## src/rtl/serial_adder_pkg.sv

```systemverilog
// Shared definitions for the bit-serial add/subtract unit: state encodings
// and the default operand width.
package serial_adder_pkg;

    localparam int SA_DEFAULT_WIDTH = 8;

    typedef enum logic [1:0] {
        SA_IDLE   = 2'd0,
        SA_SHIFT  = 2'd1,
        SA_FINISH = 2'd2
    } sa_state_e;

endpackage

```

## src/rtl/serial_adder_full_adder.sv

```systemverilog
// One-bit full adder cell; the only arithmetic in the serial adder.
module FullAdder (
    input  logic a,
    input  logic b,
    input  logic cIn,
    output logic s,
    output logic cOut
);

    logic w_axb;

    assign w_axb = a ^ b;
    assign s     = w_axb ^ cIn;
    assign cOut  = (a & b) | (cIn & w_axb);

endmodule

```

## src/rtl/serial_adder.sv

```systemverilog
// Bit-serial add/subtract: one operand bit pair per clock through a single
// FullAdder, LSB first, with registered result and status flags.
module serial_adder
    import serial_adder_pkg::*;
#(
    parameter int WIDTH = SA_DEFAULT_WIDTH
) (
    input  logic             CLK,
    input  logic             RESET,
    input  logic             START,
    input  logic             SUB,
    input  logic [WIDTH-1:0] A,
    input  logic [WIDTH-1:0] B,
    output logic             BUSY,
    output logic             DONE,
    output logic [WIDTH-1:0] RESULT,
    output logic             CARRY,
    output logic             OVERFLOW,
    output logic             ZERO
);

    localparam int CW = $clog2(WIDTH);

    sa_state_e        r_state;
    logic [CW-1:0]    r_cnt;
    logic [WIDTH-1:0] r_a_sr;
    logic [WIDTH-1:0] r_b_sr;
    logic [WIDTH-2:0] r_sum_sr;
    logic             r_carry;
    logic             r_a_msb;
    logic             r_b_msb;
    logic             r_busy;
    logic             r_done;
    logic [WIDTH-1:0] r_result;
    logic             r_cout;
    logic             r_ovf;
    logic             r_zero;

    logic             w_s;
    logic             w_cout;
    logic [WIDTH-1:0] w_sum_shift;

    FullAdder u_fa (
        .a    (r_a_sr[0]),
        .b    (r_b_sr[0]),
        .cIn  (r_carry),
        .s    (w_s),
        .cOut (w_cout)
    );

    // Sum bits enter at the MSB; after WIDTH shifts the LSB has reached bit 0.
    assign w_sum_shift = {w_s, r_sum_sr};

    always_ff @(posedge CLK or posedge RESET) begin
        if (RESET) begin
            r_state  <= SA_IDLE;
            r_cnt    <= '0;
            r_a_sr   <= '0;
            r_b_sr   <= '0;
            r_sum_sr <= '0;
            r_carry  <= 1'b0;
            r_a_msb  <= 1'b0;
            r_b_msb  <= 1'b0;
            r_busy   <= 1'b0;
            r_done   <= 1'b0;
            r_result <= '0;
            r_cout   <= 1'b0;
            r_ovf    <= 1'b0;
            r_zero   <= 1'b0;
        end else begin
            case (r_state)
                SA_IDLE, SA_FINISH: begin
                    r_done <= 1'b0;
                    if (START) begin
                        // Subtraction is A + ~B + 1: invert B and seed carry with SUB.
                        r_a_sr   <= A;
                        r_b_sr   <= SUB ? ~B : B;
                        r_carry  <= SUB;
                        r_cnt    <= '0;
                        r_sum_sr <= '0;
                        r_a_msb  <= A[WIDTH-1];
                        r_b_msb  <= SUB ? ~B[WIDTH-1] : B[WIDTH-1];
                        r_busy   <= 1'b1;
                        r_state  <= SA_SHIFT;
                    end else begin
                        r_state  <= SA_IDLE;
                    end
                end
                SA_SHIFT: begin
                    r_carry  <= w_cout;
                    r_sum_sr <= w_sum_shift[WIDTH-1:1];
                    r_a_sr   <= r_a_sr >> 1;
                    r_b_sr   <= r_b_sr >> 1;
                    r_cnt    <= r_cnt + CW'(1);
                    if (r_cnt == CW'(WIDTH - 1)) begin
                        r_busy   <= 1'b0;
                        r_done   <= 1'b1;
                        r_result <= w_sum_shift;
                        r_cout   <= w_cout;
                        r_ovf    <= (r_a_msb == r_b_msb) && (w_s != r_a_msb);
                        r_zero   <= (w_sum_shift == '0);
                        r_state  <= SA_FINISH;
                    end
                end
                default: r_state <= SA_IDLE;
            endcase
        end
    end

    assign BUSY     = r_busy;
    assign DONE     = r_done;
    assign RESULT   = r_result;
    assign CARRY    = r_cout;
    assign OVERFLOW = r_ovf;
    assign ZERO     = r_zero;

endmodule

```

## config.mk

```make
export PLATFORM = sky130hd
export DESIGN_NAME = serial_adder
export DESIGN_NICKNAME = d
export VERILOG_FILES = /design/src/rtl/serial_adder_pkg.sv /design/src/rtl/serial_adder_full_adder.sv /design/src/rtl/serial_adder.sv
export SDC_FILE = /design/constraint.sdc
export NUM_CORES = 1
export LEC_CHECK = 0
export ABC_AREA = 1
export BUFFER_PORTS_ARGS = -buffer_cell sky130_fd_sc_hd__buf_2
export CORE_UTILIZATION = 25
export DETAILED_ROUTE_END_ITERATION = 8
export PLACE_DENSITY_LB_ADDON = 0.3
export SLEW_MARGIN = 0
export SYNTH_ARGS = -nofsm -noshare
export SYNTH_HDL_FRONTEND = slang
export SYNTH_SLANG_ARGS = --single-unit
```

## constraint.sdc

```tcl
create_clock -name CLK -period 3.26 [get_ports CLK]
set_input_delay 0.652 -clock CLK [delete_from_list [all_inputs] [get_ports CLK]]
set_output_delay 0.652 -clock CLK [all_outputs]
set_load 0.01 [all_outputs]
```

Yosys cells after proc, flatten, opt, wreduce, memory -nomap -nowiden
Cells that the tools add are included.
{"block": "totals", "latchBits": 0, "ramBits": 0, "n_memories": 0, "wordCells": 59, "romBits": 0, "register_bits": 44, "in_bits": 20}
{"block": "op_classes", "add_sub_neg": 1, "multipliers": 0, "div": 0, "shifts": 0, "reduce_logical": 10, "eq_ne": 7, "n_bitwise": 7, "magnitude_cmp": 0, "muxes": 20}
{"op": "$pmux W8 S2", "n": 2}
{"op": "$mux W8", "n": 3}
{"op": "$pmux W7 S2", "n": 1}
{"op": "$logic_not A8 Y1", "n": 1}
{"op": "$not A8 Y8", "n": 1}
{"op": "$reduce_and A2 Y1", "n": 4}
{"op": "$mux W7", "n": 1}
{"op": "$mux W1", "n": 6}
{"op": "$pmux W1 S2", "n": 3}
{"op": "$pmux W3 S2", "n": 1}
{"op": "$ne A2 B2 Y1 const B", "n": 2}
{"op": "$pmux W2 S2", "n": 1}
{"op": "$add A3 B1 Y3 const B", "n": 1}
{"op": "$eq A3 B3 Y1 const B", "n": 1}
{"op": "$mux W3", "n": 1}
{"op": "$reduce_and A3 Y1", "n": 1}
{"op": "$and A1 B1 Y1", "n": 2}
{"op": "$eq A2 B1 Y1 const B", "n": 1}
{"op": "$eq A2 B2 Y1 const B", "n": 1}
{"op": "$logic_not A2 Y1", "n": 1}
{"op": "$mux W2", "n": 1}
{"op": "$reduce_bool A2 Y1", "n": 1}
{"op": "$reduce_or A2 Y1", "n": 1}
{"op": "$xor A1 B1 Y1", "n": 2}
{"op": "other kinds (5)", "n": 5}

Longest topological paths before layout
Gate-level depths: netlist (run 1).
{"block": "depth", "ltp_word": 4, "ltp_mapped": 7, "mapped_depth_nobuf": 7}

Modules after synthesis
A second synthesis (run 1) with hierarchy kept.
{"block": "unflattened", "cells_unflattened": 219, "area_unflattened_um2": 1984.4}
{"module": "serial_adder", "n_inst": 1, "seq_area_each_um2": 1101.1, "area_per_inst_um2": 1964.4, "cells_each": 218}
{"module": "FullAdder", "n_inst": 1, "seq_area_each_um2": 0.0, "area_per_inst_um2": 20.0, "cells_each": 1}

Worst setup path before layout (run 1)
OpenSTA, ideal clock, no wires.
{"block": "synth_path", "path_kind": "input to register", "startpoint": "in START", "endpoint": "reg r_carry", "setup_slack_ps": 1888, "arrival_time_ps": 1308, "stages": 7, "setup_time_ps": 65, "required_ps": 3195, "path_cell_list": "inv_1 nor2_1 buf_4 nand2_1 nand2_1 inv_1 nand2_1"}
{"block": "synth_between", "elab_chain_cells": 2}
{"item": "start: declaration", "line": "serial_adder.sv:10", "text": "input logic START,"}
{"item": "$ne A2 B2 Y1 (no line)"}
{"item": "$reduce_and A2 Y1 (no line)"}
{"item": "end signal: assignment", "line": "serial_adder.sv:90", "text": "r_carry <= w_cout;"}
{"item": "end: declaration", "line": "serial_adder.sv:29", "text": "logic r_carry;"}
No other way between the ends.
A chain may end at the register's enable or synchronous reset.

Final worst setup path (run 1)
{"block": "layout_path", "startpoint": "reg r_cnt[0]", "endpoint": "reg r_ovf (netlist: OVERFLOW)"}
{"block": "layout_between", "elab_chain_cells": 2}
{"item": "start: declaration", "line": "serial_adder.sv:25", "text": "logic [CW-1:0] r_cnt;"}
{"item": "start signal: assignment", "line": "serial_adder.sv:94", "text": "r_cnt <= r_cnt + CW'(1);"}
{"item": "$eq A3 B3 Y1", "line": "serial_adder.sv:95", "text": "if (r_cnt == CW'(WIDTH - 1)) begin"}
{"item": "$reduce_and A2 Y1 (no line)"}
{"item": "end signal: assignment", "line": "serial_adder.sv:100", "text": "r_ovf <= (r_a_msb == r_b_msb) && (w_s != r_a_msb);"}
{"item": "end: declaration", "line": "serial_adder.sv:36", "text": "logic r_ovf;"}
No other way between the ends.

==> results of run 1 <==
==> per-stage QoR <==
stage	hold slack [ps]	utilization (%)	area (sq um)	total power [mW]	std cells
5_1_grt	504	31.3	2320	2.44	365
4_1_cts	487	31.3	2320	2.27	365
3_3_place_gp	460	29.6	2190	1.75	358
2_1_floorplan	442	-	1950	1.53	234
6_report	479	31.3	2320	2.23	365
3_5_place_dp	467	29.6	2190	1.78	358
==> final timing paths <==
check	startpoint	to	slack, ps
min	RESET	r_a_sr[5]	480
min reg2reg	r_a_sr[4]	r_a_sr[4]	480
max	r_cnt[0]	OVERFLOW	1420
min in group CLK	r_a_sr[4]	r_a_sr[4]	480
max in group asynchronous	RESET	r_b_sr[0]	2410
max reg2reg	r_cnt[0]	OVERFLOW	1420
==> state kept, by name, indices dropped and copies added (netlist names) <==
register	count
r_state	2
r_b_sr	8
BUSY	1
r_carry	1
DONE	1
r_a_sr	8
r_sum_sr	7
r_cnt	3
OVERFLOW	1
r_b_msb	1
r_a_msb	1
ZERO	1
CARRY	1
RESULT	8
==> kinds of logic after synthesis <==
family                   after synthesis  share of synthesized area [%]
AND/OR/NAND/NOR                      131                           27.7
flip-flops                            44                           56.6
buffers and inverters                 34                           7.39
AO/OA/AOI/OAI                         22                           6.04
adder cells (fa/ha/maj)                3                           2.31
==> layout make-up <==
class | instances | area (sq um) | area share, %
inverter | 26 | 97.6 | 4.20
tap | 99 | 124 | 5.34
multi-input combinational | 156 | 702 | 30.2
sequential | 44 | 1100 | 47.4
clock inverter | 2 | 60.1 | 2.59
timing repair buffer | 33 | 168 | 7.22
clock buffer | 5 | 68.8 | 2.96
==> worst max-delay path, delay by kind of cell (launching register included) <==
kind                     cells  cell delay [ps]
buffers and inverters        1              200
adder cells (fa/ha/maj)      2              420
AND/OR/NAND/NOR              3              710
flip-flops                   1              410
==> synth_stat cells (2+ instances only) <==
library cell | instances | area [sq um]
sky130_fd_sc_hd__nand2_1 | 90 | 338
sky130_fd_sc_hd__o21ai_0 | 14 | 70.1
sky130_fd_sc_hd__nor2_1 | 11 | 41.3
sky130_fd_sc_hd__buf_4 | 2 | 15.0
sky130_fd_sc_hd__a21oi_1 | 2 | 10.0
sky130_fd_sc_hd__o22ai_1 | 6 | 37.5
sky130_fd_sc_hd__inv_1 | 25 | 93.8
sky130_fd_sc_hd__dfrtp_1 | 44 | 1100
sky130_fd_sc_hd__ha_1 | 2 | 25.0
sky130_fd_sc_hd__or2_2 | 6 | 37.5
sky130_fd_sc_hd__clkbuf_1 | 4 | 15.0
sky130_fd_sc_hd__nand3_1 | 22 | 110
sky130_fd_sc_hd__nand2_2 | 2 | 12.5
==> report_power, final <==
group / switching (mW) / internal [mW] / total, mW / leakage [nW]
combinational: 0.517 / 0.297 / 0.815 / 0.624
sequential: 0.136 / 0.795 / 0.930 / 0.551
clock: 0.183 / 0.302 / 0.484 / 0.0642
==> layer usage <==
layer	global-route usage, %	share of wire [%]
met5	0	0
met4	4.03	1.3
met3	3.64	3.6
met2	17.4	47
met1	14.0	48
==> metrics, run 1 <==
worst slack at placement 1100 ps; depth of the worst register-to-register path 6; min cycle time layout roughly 1800 ps; critical path cell sequence ha_1 > ha_1 > nand3_1 > inv_1 > nand3_1 > nand2_1; leakage component of the power ~1.2 nW; kind of start point of the critical path register; cell type of the slowest stage on the worst timing path sky130_fd_sc_hd__nand3_1; largest fanout on the critical path 22; Floorplan Core Area 0.00741 sq mm; remaining global-route overflow 0; Root Buffer Master sky130_fd_sc_hd__clkbuf_8; Synth Warn # 0; Mean Syn Cell Area approximately 8.3 sq um; cts bufs inserted 5; Filler Cells Inserted roughly 800; Row Count 31; GRT Overall Usage between 10% and 20%; DRC errors left 0; most common flop cell mapped by yosys sky130_fd_sc_hd__dfrtp_1; IO Pins 33; Slew Limit Headroom a little under a third; layout net count between 200 and 300; Gate Count Post-Synth 234; commonest non-fill, non-tap cell in the layout sky130_fd_sc_hd__nand2_1; Starting Density 26.3%; nature of the critical path endpoint register; maximum clock frequency between 500 and 600 MHz; flops & latches, synth 44; setup slack of the critical path after layout 1420 ps; clock-pin slew on the worst setup and hold paths 80 ps; power per cell area 961 mW/mm^2; number of setup violations in the final report 0; fraction of the yosys area taken by sequential cells 56.6%; Die Span X 90.2 um; number of DRC markers in iteration 0 just over 70; number of levels in the clock H-tree 2; Die Ht ~90 um; Worst Path Class, Setup reg2reg; Routed Wire Length 4.01 mm; layout overhead on the synthesized area 19.2%; count of cells resized by post-cts repair 0; antenna violations before repair 0; Post-CTS Hold Fix Bufs 0; most used cells in the layout excluding fill and tap cells sky130_fd_sc_hd__nand2_1, sky130_fd_sc_hd__dfrtp_1, sky130_fd_sc_hd__buf_2; MaxCap Viol Count 0; Slowest Stage Delay on Critical Path between 500 and 600 ps; ratio of cells with drive above 1 in the final layout 18.0%; remaining antenna violation count 0; clock insertion delay at the later pin of the skew report 300 ps; RD Place Congestion approximately 0.70; number of iterations in the first detailed-routing pass 4; transition time at the pin with the least slew margin 1040 ps; worst hold path type in2async; clock tree from TritonCTS done; Post-DP HPWL 2.78 mm; net count of the mapped netlist 257; die outline area 0.00814 sq mm; Max rail drop VDD 0.000260 V; average wire per cell in the routed design 11.0 um; netlist area before placement roughly 0.0019 sq mm; count of final hold-check violations 0; pins over their slew limit 0; wire length of the first global-routing pass 7.00 mm; post-route clock skew 8.03 ps; post-CTS setup buffers 0; fraction of the cycle the final worst path needs 56.5%; buffers added on ports 32; status finished, final reports clean; number of global-route vias before repair 1486; count of vias placed by the detailed router 1537; maximum clock insertion buffer count 2; RSZ-0062 raised after global routing false; number of vias per cell after detailed routing 4.21; number of enable flip-flop cells after synthesis 0; number of sinks driven by the clock tree 44; final-layout setup total negative slack 0 ps; critical path data required time 3450 ps; asr flop ratio synth 100%; ANT cells 0; count of different cell masters after synthesis 17; maximum number of pins on one net before global-route repair 45; arrival time of data at the critical path endpoint between 2000 and 2500 ps
No activity file was read; power rests on OpenSTA's default activity.
==> run 2, diff against run 1 <==
clock period = 1.55 ns   (was 3.26 ns; I/O delays follow)
==> run 2 against run 1 <==
- sequential share of layout area is 1.2 points lower
- register-to-register slack got worse by 1300 ps
- fmax up 28%
- sequential power rose by 110%
- worst setup slack got worse by 1300 ps
- sequential cell count is the same
- total power grew 110%
- global-route usage rose by 0.064 points
- wire length shrank 1.1%
- combinational power grew 130%
- critical path depth shrank 1
- hold slack got worse by 420 ps
==> metrics, run 2 (same netlist as run 1, synthesis figures left out) <==
status finished, final reports clean; wire length of the first global-routing pass 7.14 mm; pins over their slew limit 0; Row Count 31; most used cells in the layout excluding fill and tap cells sky130_fd_sc_hd__nand2_1, sky130_fd_sc_hd__dfrtp_1, sky130_fd_sc_hd__buf_2; arrival time of data at the critical path endpoint 1670 ps; maximum clock insertion buffer count 2; die outline area 0.00814 sq mm; Die Span X 90.2 um; layout net count 300; maximum clock frequency 697 MHz; count of final hold-check violations 0; number of iterations in the first detailed-routing pass 4; ratio of cells with drive above 1 in the final layout 20.9%; Slew Limit Headroom 83.2%; commonest non-fill, non-tap cell in the layout sky130_fd_sc_hd__nand2_1; post-route clock skew ~7.2 ps; number of DRC markers in iteration 0 35; remaining antenna violation count 0; cts bufs inserted 5; remaining global-route overflow 0; count of vias placed by the detailed router about 1600; final-layout setup total negative slack 0 ps; clock tree from TritonCTS done; buffers added on ports 32; clock insertion delay at the later pin of the skew report 300 ps; largest fanout on the critical path 4; average wire per cell in the routed design 10.5 um; fraction of the cycle the final worst path needs 92.6%; layout overhead on the synthesized area 22.3%; number of global-route vias before repair 1525; Starting Density 26.3%; Floorplan Core Area between 0.007 and 0.008 sq mm; post-CTS setup buffers 0; Max rail drop VDD 0.000430 V; nature of the critical path endpoint register; DRC errors left 0; Placed Instances about 370; number of levels in the clock H-tree 2; non-filler instance count after layout between 300 and 400; leakage component of the power 1.28 nW; worst hold path type in2async; GRT Overall Usage between 10 and 15%; MaxCap Viol Count 0; IO Pins 33; critical path data required time between 1500 and 2000 ps; clock-pin slew on the worst setup and hold paths ~80 ps; Die Ht roughly 90 um; number of setup violations in the final report 0; Routed Wire Length 3.97 mm; min cycle time layout approximately 1400 ps; number of vias per cell after detailed routing slightly above 4; Worst Path Class, Setup reg2reg; Post-DP HPWL 2.85 mm; RSZ-0062 raised after global routing false; power per cell area 1920 mW/mm^2; Filler Cells Inserted roughly 800; RD Place Congestion 0.724; number of sinks driven by the clock tree between 40 and 50; antenna violations before repair 0; Root Buffer Master sky130_fd_sc_hd__clkbuf_8; kind of start point of the critical path register; maximum number of pins on one net before global-route repair 45; transition time at the pin with the least slew margin 252 ps; ANT cells 0; depth of the worst register-to-register path 5
-- run 2: changes by cell type in the layout (fill, tap and decap cells not counted), sizes merged --
cell	change
clkbuf	+3
bufinv	-2
buf	+11
-- run 2: power breakdown --
group	internal, mW	switching, mW	total (mW)
logic	0.777	1.11	1.89
registers	1.67	0.278	1.95
clock network	0.364	0.372	0.735
total	2.81	1.76	4.57
-- run 2: routing by layer --
layer	up-vias	share of wire (%)	global-route usage, %
li1	809	-	-
met4	0	1.7	4.03
met5	-	0	0
met2	32	48	18.2
met1	708	46	13.8
met3	7	4.3	3.21
-- run 2: metrics by stage --
| step | area [sq um] | hold slack (ps) | total power [mW] | util [%] | setup slack (ps) |
|---|---|---|---|---|---|
| CTS | 2380 | 67.7 | 4.65 | 32.1 | 110 |
| finish | 2380 | 57.6 | 4.57 | 32.1 | 115 |
| global placement | 2290 | 395 | 3.85 | 30.9 | 161 |
| global route | 2380 | 76.3 | 5.04 | 32.1 | 12.5 |
| detailed placement | 2290 | 394 | 3.88 | 30.9 | 130 |
| floorplan | 1950 | 442 | 3.23 | - | 201 |
-- run 2: worst paths after layout --
check,start,end,slack (ps)
setup reg to reg,r_carry,OVERFLOW,110
setup / recovery,r_carry,OVERFLOW,110
hold / removal,RESET,RESULT[1],60
min in group CLK,B[1],r_b_sr[1],290
hold reg to reg,CARRY,CARRY,480
max in group asynchronous,RESET,r_a_sr[1],1270
-- run 2: final cells by class --
cell class | count | area, sq um | area share [%]
Tap cell | 99 | 124 | 5.20
Inverter | 26 | 97.6 | 4.10
Timing Repair Buffer | 44 | 267 | 11.2
Clock buffer | 8 | 90.1 | 3.78
Sequential cell | 44 | 1100 | 46.2
Multi-Input combinational cell | 156 | 702 | 29.5
-- run 2: critical path: stages, from the launching register on --
cell                      delay [ps]
sky130_fd_sc_hd__dfrtp_1         400
sky130_fd_sc_hd__fa_1            580
sky130_fd_sc_hd__inv_1            90
sky130_fd_sc_hd__o21ai_0         160
sky130_fd_sc_hd__nand3_1          90
sky130_fd_sc_hd__nand2_1          60
-- run 2: repair_timing --
action | 4_1_cts | 5_1_grt
setup endpoints to repair | 0 | 5
hold buffers | 0 | 0
resized for setup | 0 | 1
